==> src/rtl/spi_frame_receiver.sv <==
// SPI mode-0 slave frame receiver: synchronizes sclk/mosi/ssN, shifts a 16-bit frame, publishes port/payload.
// Optional feature macro: SPI_PARITY_EN (errorData = XOR of all 16 frame bits).
module spi_frame_receiver (
  input  logic        clock,
  input  logic        reset,
  input  logic        enableSpi,
  input  logic        sclk,
  input  logic        mosi,
  input  logic        ssN,
  output logic        loadFinish,
  output logic        errorData,
  output logic        desPort,
  output logic [13:0] dataOut,
  output logic        busy
);

  typedef enum logic [1:0] {
    IDLE     = 2'd0,
    SHIFT    = 2'd1,
    DONE     = 2'd2,
    WAIT_REL = 2'd3
  } state_t;

  state_t      state_q, state_d;
  logic        sclk_meta_q, sclk_sync_q, sclk_dly_q;
  logic        mosi_meta_q, mosi_sync_q;
  logic        ssn_meta_q, ssn_sync_q;
  logic        sample_s;
  logic [15:0] shift_q, shift_d;
  logic [4:0]  count_q, count_d;
  logic        load_finish_q, load_finish_d;
  logic        error_data_q, error_data_d;
  logic        des_port_q, des_port_d;
  logic [13:0] data_out_q, data_out_d;
  logic        busy_q, busy_d;

  function automatic logic parity16(input logic [15:0] frame);
    return ^frame;
  endfunction

  // Two-flop synchronizers; sclk gets a third flop so its rising edge can be detected.
  always_ff @(posedge clock or posedge reset) begin
    if (reset) begin
      sclk_meta_q <= 1'b0;
      sclk_sync_q <= 1'b0;
      sclk_dly_q  <= 1'b0;
      mosi_meta_q <= 1'b0;
      mosi_sync_q <= 1'b0;
      ssn_meta_q  <= 1'b1;
      ssn_sync_q  <= 1'b1;
    end else begin
      sclk_meta_q <= sclk;
      sclk_sync_q <= sclk_meta_q;
      sclk_dly_q  <= sclk_sync_q;
      mosi_meta_q <= mosi;
      mosi_sync_q <= mosi_meta_q;
      ssn_meta_q  <= ssN;
      ssn_sync_q  <= ssn_meta_q;
    end
  end

  assign sample_s = sclk_sync_q & ~sclk_dly_q;

  // FSM state, frame datapath and registered outputs.
  always_ff @(posedge clock or posedge reset) begin
    if (reset) begin
      state_q       <= IDLE;
      shift_q       <= 16'h0000;
      count_q       <= 5'd0;
      load_finish_q <= 1'b0;
      error_data_q  <= 1'b0;
      des_port_q    <= 1'b0;
      data_out_q    <= 14'h0000;
      busy_q        <= 1'b0;
    end else begin
      state_q       <= state_d;
      shift_q       <= shift_d;
      count_q       <= count_d;
      load_finish_q <= load_finish_d;
      error_data_q  <= error_data_d;
      des_port_q    <= des_port_d;
      data_out_q    <= data_out_d;
      busy_q        <= busy_d;
    end
  end

  // Next-state logic; the published outputs load on the edge that enters DONE,
  // so they (and the loadFinish pulse) are visible exactly during DONE.
  always_comb begin
    state_d       = state_q;
    shift_d       = shift_q;
    count_d       = count_q;
    load_finish_d = 1'b0;
    error_data_d  = error_data_q;
    des_port_d    = des_port_q;
    data_out_d    = data_out_q;
    case (state_q)
      IDLE: begin
        if (enableSpi && !ssn_sync_q) begin
          state_d = SHIFT;
          count_d = 5'd0;
          shift_d = 16'h0000;
        end else begin
          state_d = IDLE;
        end
      end
      SHIFT: begin
        // A completed frame wins over a late deselect or disable.
        if (count_q == 5'd16) begin
          state_d       = DONE;
          load_finish_d = 1'b1;
          des_port_d    = shift_q[15];
          data_out_d    = shift_q[14:1];
`ifdef SPI_PARITY_EN
          error_data_d  = parity16(shift_q);
`else
          error_data_d  = 1'b0;
`endif
        end else if (ssn_sync_q || !enableSpi) begin
          state_d = IDLE;
        end else if (sample_s) begin
          shift_d = {shift_q[14:0], mosi_sync_q};
          count_d = count_q + 5'd1;
        end else begin
          state_d = SHIFT;
        end
      end
      DONE: begin
        state_d = WAIT_REL;
      end
      WAIT_REL: begin
        if (ssn_sync_q) begin
          state_d = IDLE;
        end else begin
          state_d = WAIT_REL;
        end
      end
      default: begin
        state_d = IDLE;
      end
    endcase
    busy_d = (state_d != IDLE);
  end

  assign loadFinish = load_finish_q;
  assign errorData  = error_data_q;
  assign desPort    = des_port_q;
  assign dataOut    = data_out_q;
  assign busy       = busy_q;

endmodule
==> config.mk <==
export PLATFORM = sky130hd
export DESIGN_NAME = spi_frame_receiver
export DESIGN_NICKNAME = d
export VERILOG_FILES = /design/src/rtl/spi_frame_receiver.sv
export SDC_FILE = /design/constraint.sdc
export NUM_CORES = 1
export LEC_CHECK = 0
export ABC_AREA = 1
export BUFFER_PORTS_ARGS = -buffer_cell sky130_fd_sc_hd__buf_2
export CORE_MARGIN = 2
export CORE_UTILIZATION = 30
export DETAILED_ROUTE_END_ITERATION = 6
export HOLD_SLACK_MARGIN = 0.08
export PLACE_DENSITY_LB_ADDON = 0.12
export SKIP_LAST_GASP = 1
export SLEW_MARGIN = 20
export SYNTH_ARGS = -nofsm -noshare
export SYNTH_HDL_FRONTEND = slang
export SYNTH_SLANG_ARGS = --single-unit
==> constraint.sdc <==
create_clock -name clock -period 3.2 [get_ports clock]
set_input_delay 0.32 -clock clock [delete_from_list [all_inputs] [get_ports clock]]
set_output_delay 0.32 -clock clock [all_outputs]
set_load 0.005 [all_outputs]
==> results_dict.tcl <==
set metrics [dict create \
    outcome "finished clean" \
    wl_um 3590 \
    r2r_cells 8 \
    tns_ns 0 \
    period_needed_ns 1.62 \
    critPathLaunchType "flop" \
    io_pins 24 \
    critPathMaxFanout 21 \
    die-area_um2 7320 \
    critPathCaptureType "flop" \
    synthesis.nets 238 \
    irDropWorstVdd_mv 0.189 \
    slew_headroom 0.460 \
    clk_pin_slew_ns 0.09 \
    post-place-ws_ns 1.55 \
    yosys-top-cells-area "dfrtp_1 (56%), nand2_1 (17%), inv_1 (4.9%)" \
    drt_iter0_drc 65 \
    finalNetCount 257 \
    synthToLayoutAreaGrowth_pct 12.0 \
    viasPerCell 4.14 \
    drt-wirelength-per-cell_um 11.0 \
    yosysSeqAreaShare 0.590 \
    core_um2 6390 \
    cts_made_buffers 5 \
    row_count 29 \
    hp-class "input port to flop" \
    die-width_um 85.6 \
    worst_slack_ns 1.58 \
    arrival_ns 1.81 \
    cellLeakagePower_nw 1.16 \
    postCtsHoldBufs 0 \
    numClockSinks 47 \
    synth_top_area_frac 0.564 \
    crit_required_ns 3.39 \
    drc_errors 0 \
    port_buffers 22 \
    power_density_nw_per_um2 472 \
    yosysTopAreaCell "dfrtp_1" \
    worst_path_most_repeated_cell "nand2_1" \
    crit_slowest_cell "dfrtp_1" \
    n_antenna_cell 0 \
    antenna_found_initial 0 \
    die_h_um 85.6 \
    maxSlewViolCount 0 \
    cts_resized 0 \
    first_pass_iters 4 \
    grt_pass1_wl_um 6250 \
    cap_viol_max_count 0 \
    hold_viol 0 \
    grt_overflow_total 0 \
    period_share 0.508 \
    ys_warn_count 0 \
    cts_tree "done" \
    synth.distinct_cells 21 \
    htreeDepth 2 \
    worst_slew_pin_slew_ns 0.808 \
    gp_congestion 0.735 \
    reg2reg_to "shift_q[14]$_DFFE_PP0P_" \
    clockBufferDepth 2 \
    gr-usage-all-layers 0.107 \
    reg2reg_from "count_q[0]$_DFFE_PP0P_" \
    postSynthCellCount 230 \
    finalSetupViolCount 0 \
    clock_latency_ns 0.29 \
    grt_pass1_vias 1320 \
    path_cells "inv_1 > ha_1 > nand2_1 > inv_1 > nand3_2 > nand3_2 > nand2_1 > nand2_1" \
    max_stage_delay_ns 0.44 \
    clock_skew_ns 0.00723 \
    r2r_setup_slack_ns 1.58 \
    avgSynthCellArea_um2 8.68 \
    netlist_area_um2 2000 \
    drive_gt1_frac 0.172 \
    postCtsSetupRepairBufs 0 \
    hpwl_um 2220 \
    cp.depth 8 \
    cts_root_buf "clkbuf_8" \
    worstSetupStartpoint "count_q[0]$_DFFE_PP0P_" \
    grt_max_degree 48 \
    critical_path_class "flop to flop" \
    max_freq_ghz 0.616 \
    drt.antenna.violating_nets 0 \
    start_util 0.313 \
    synth_seq_cells 47 \
    path_buf_inv 2 \
    cp-endpoint "shift_q[14]$_DFFE_PP0P_" \
    num_vias 1355 \
    rsz0062_at_grt "no" \
    path_delay_family "simple AND/OR/NAND/NOR gates" \
]
power breakdown:
| group | internal [mW] | switching [mW] | total [mW] |
|---|---|---|---|
| clock network | 0.197 | 0.199 | 0.396 |
| registers | 0.604 | 0.00656 | 0.611 |
| logic | 0.0116 | 0.0358 | 0.0474 |
cells by family (layout without fill, tap and decap cells):
kind of cell,count (synthesis),count (layout),share of synthesized area
flops,47,47,0.590
buf+inv,38,58,0.0908
simple gates,126,126,0.263
fa+ha+maj,2,2,0.0125
xor+xnor,1,1,0.00439
other cells,1,1,0.00188
compound gates,15,15,0.0376
state kept, by name, indices dropped and copies added, names as in the netlist:
| name | cells |
|---|---|
| sclk_sync_q | 1 |
| state_q | 2 |
| count_q | 5 |
| dataOut | 14 |
| loadFinish | 1 |
| mosi_meta_q | 1 |
| shift_q | 16 |
| busy | 1 |
| ssn_sync_q | 1 |
| ssn_meta_q | 1 |
| sclk_dly_q | 1 |
| mosi_sync_q | 1 |
| desPort | 1 |
| sclk_meta_q | 1 |
through the flow:
step	total power, mW	utilization	area, um^2	hold slack, ns	cells
global placement	0.673	0.334	2130	0.331	319
finish	1.05	0.350	2240	0.119	327
CTS	1.08	0.350	2230	0.102	327
detailed placement	0.673	0.334	2130	0.339	319
floorplan	0.663	-	2000	0.324	230
global route	1.11	0.350	2240	0.103	327
cells in the final DEF (no fill, tap or decap), drive strengths merged:
| cell | synthesis | final |
|---|---|---|
| dfrtp | 45 | 45 |
| nor2 | 26 | 26 |
| xnor2 | 1 | 1 |
| dfstp | 2 | 2 |
| buf | 10 | 23 |
| clkinv | 0 | 1 |
| conb | 1 | 1 |
| inv | 27 | 26 |
| nand2 | 93 | 93 |
| nand4 | 2 | 2 |
| ha | 2 | 2 |
| nand3 | 5 | 5 |
| clkinvlp | 0 | 1 |
| o21ai | 15 | 15 |
| clkbuf | 1 | 7 |
layout make-up:
cell class                 count  area [um^2]
sequential                    47         1180
clock inverter                 1         7.51
clock buffer                   7         96.3
timing repair buffer          23          118
tap                           77         96.3
fill                         690         4150
multi-input combinational    145          637
inverter                      27          103
worst register-to-register path: cells and delay by family, from the launching register on:
kind	cells	cell delay, ns
flops	1	0.44
simple gates	5	0.75
buf+inv	2	0.12
fa+ha+maj	1	0.20
worst min-delay path by stage:
stage | startpoint | end | slack [ns] | cells after the start
2_1_floorplan | ssN | ssn_meta_q$_DFF_PP1_ | 0.32 | 0
3_3_place_gp | mosi_meta_q$_DFF_PP0_ | mosi_sync_q$_DFF_PP0_ | 0.33 | 0
3_5_place_dp | sclk_meta_q$_DFF_PP0_ | sclk_sync_q$_DFF_PP0_ | 0.34 | 0
4_1_cts | ssN | ssn_meta_q$_DFF_PP1_ | 0.10 | 1
5_1_grt | ssN | ssn_meta_q$_DFF_PP1_ | 0.10 | 1
6_report | ssN | ssn_meta_q$_DFF_PP1_ | 0.12 | 1
layer usage:
metal  global-route usage  up-vias  part of all wire
met5                    0        -                 0
met4               0.0346        0             0.011
met3               0.0289        5             0.037
met2                0.168       20              0.45
met1                0.145      606              0.50
li1                     -      724                 -
cell usage after synthesis (all sizes together):
library cell	number
nand2	93
dfrtp	45
inv	27
nor2	26
o21ai	15
buf	10
nand3	5
dfstp	2
ha	2
nand4	2
clkbuf	1
conb	1
xnor2	1
Power figures use the tool's default switching activity.
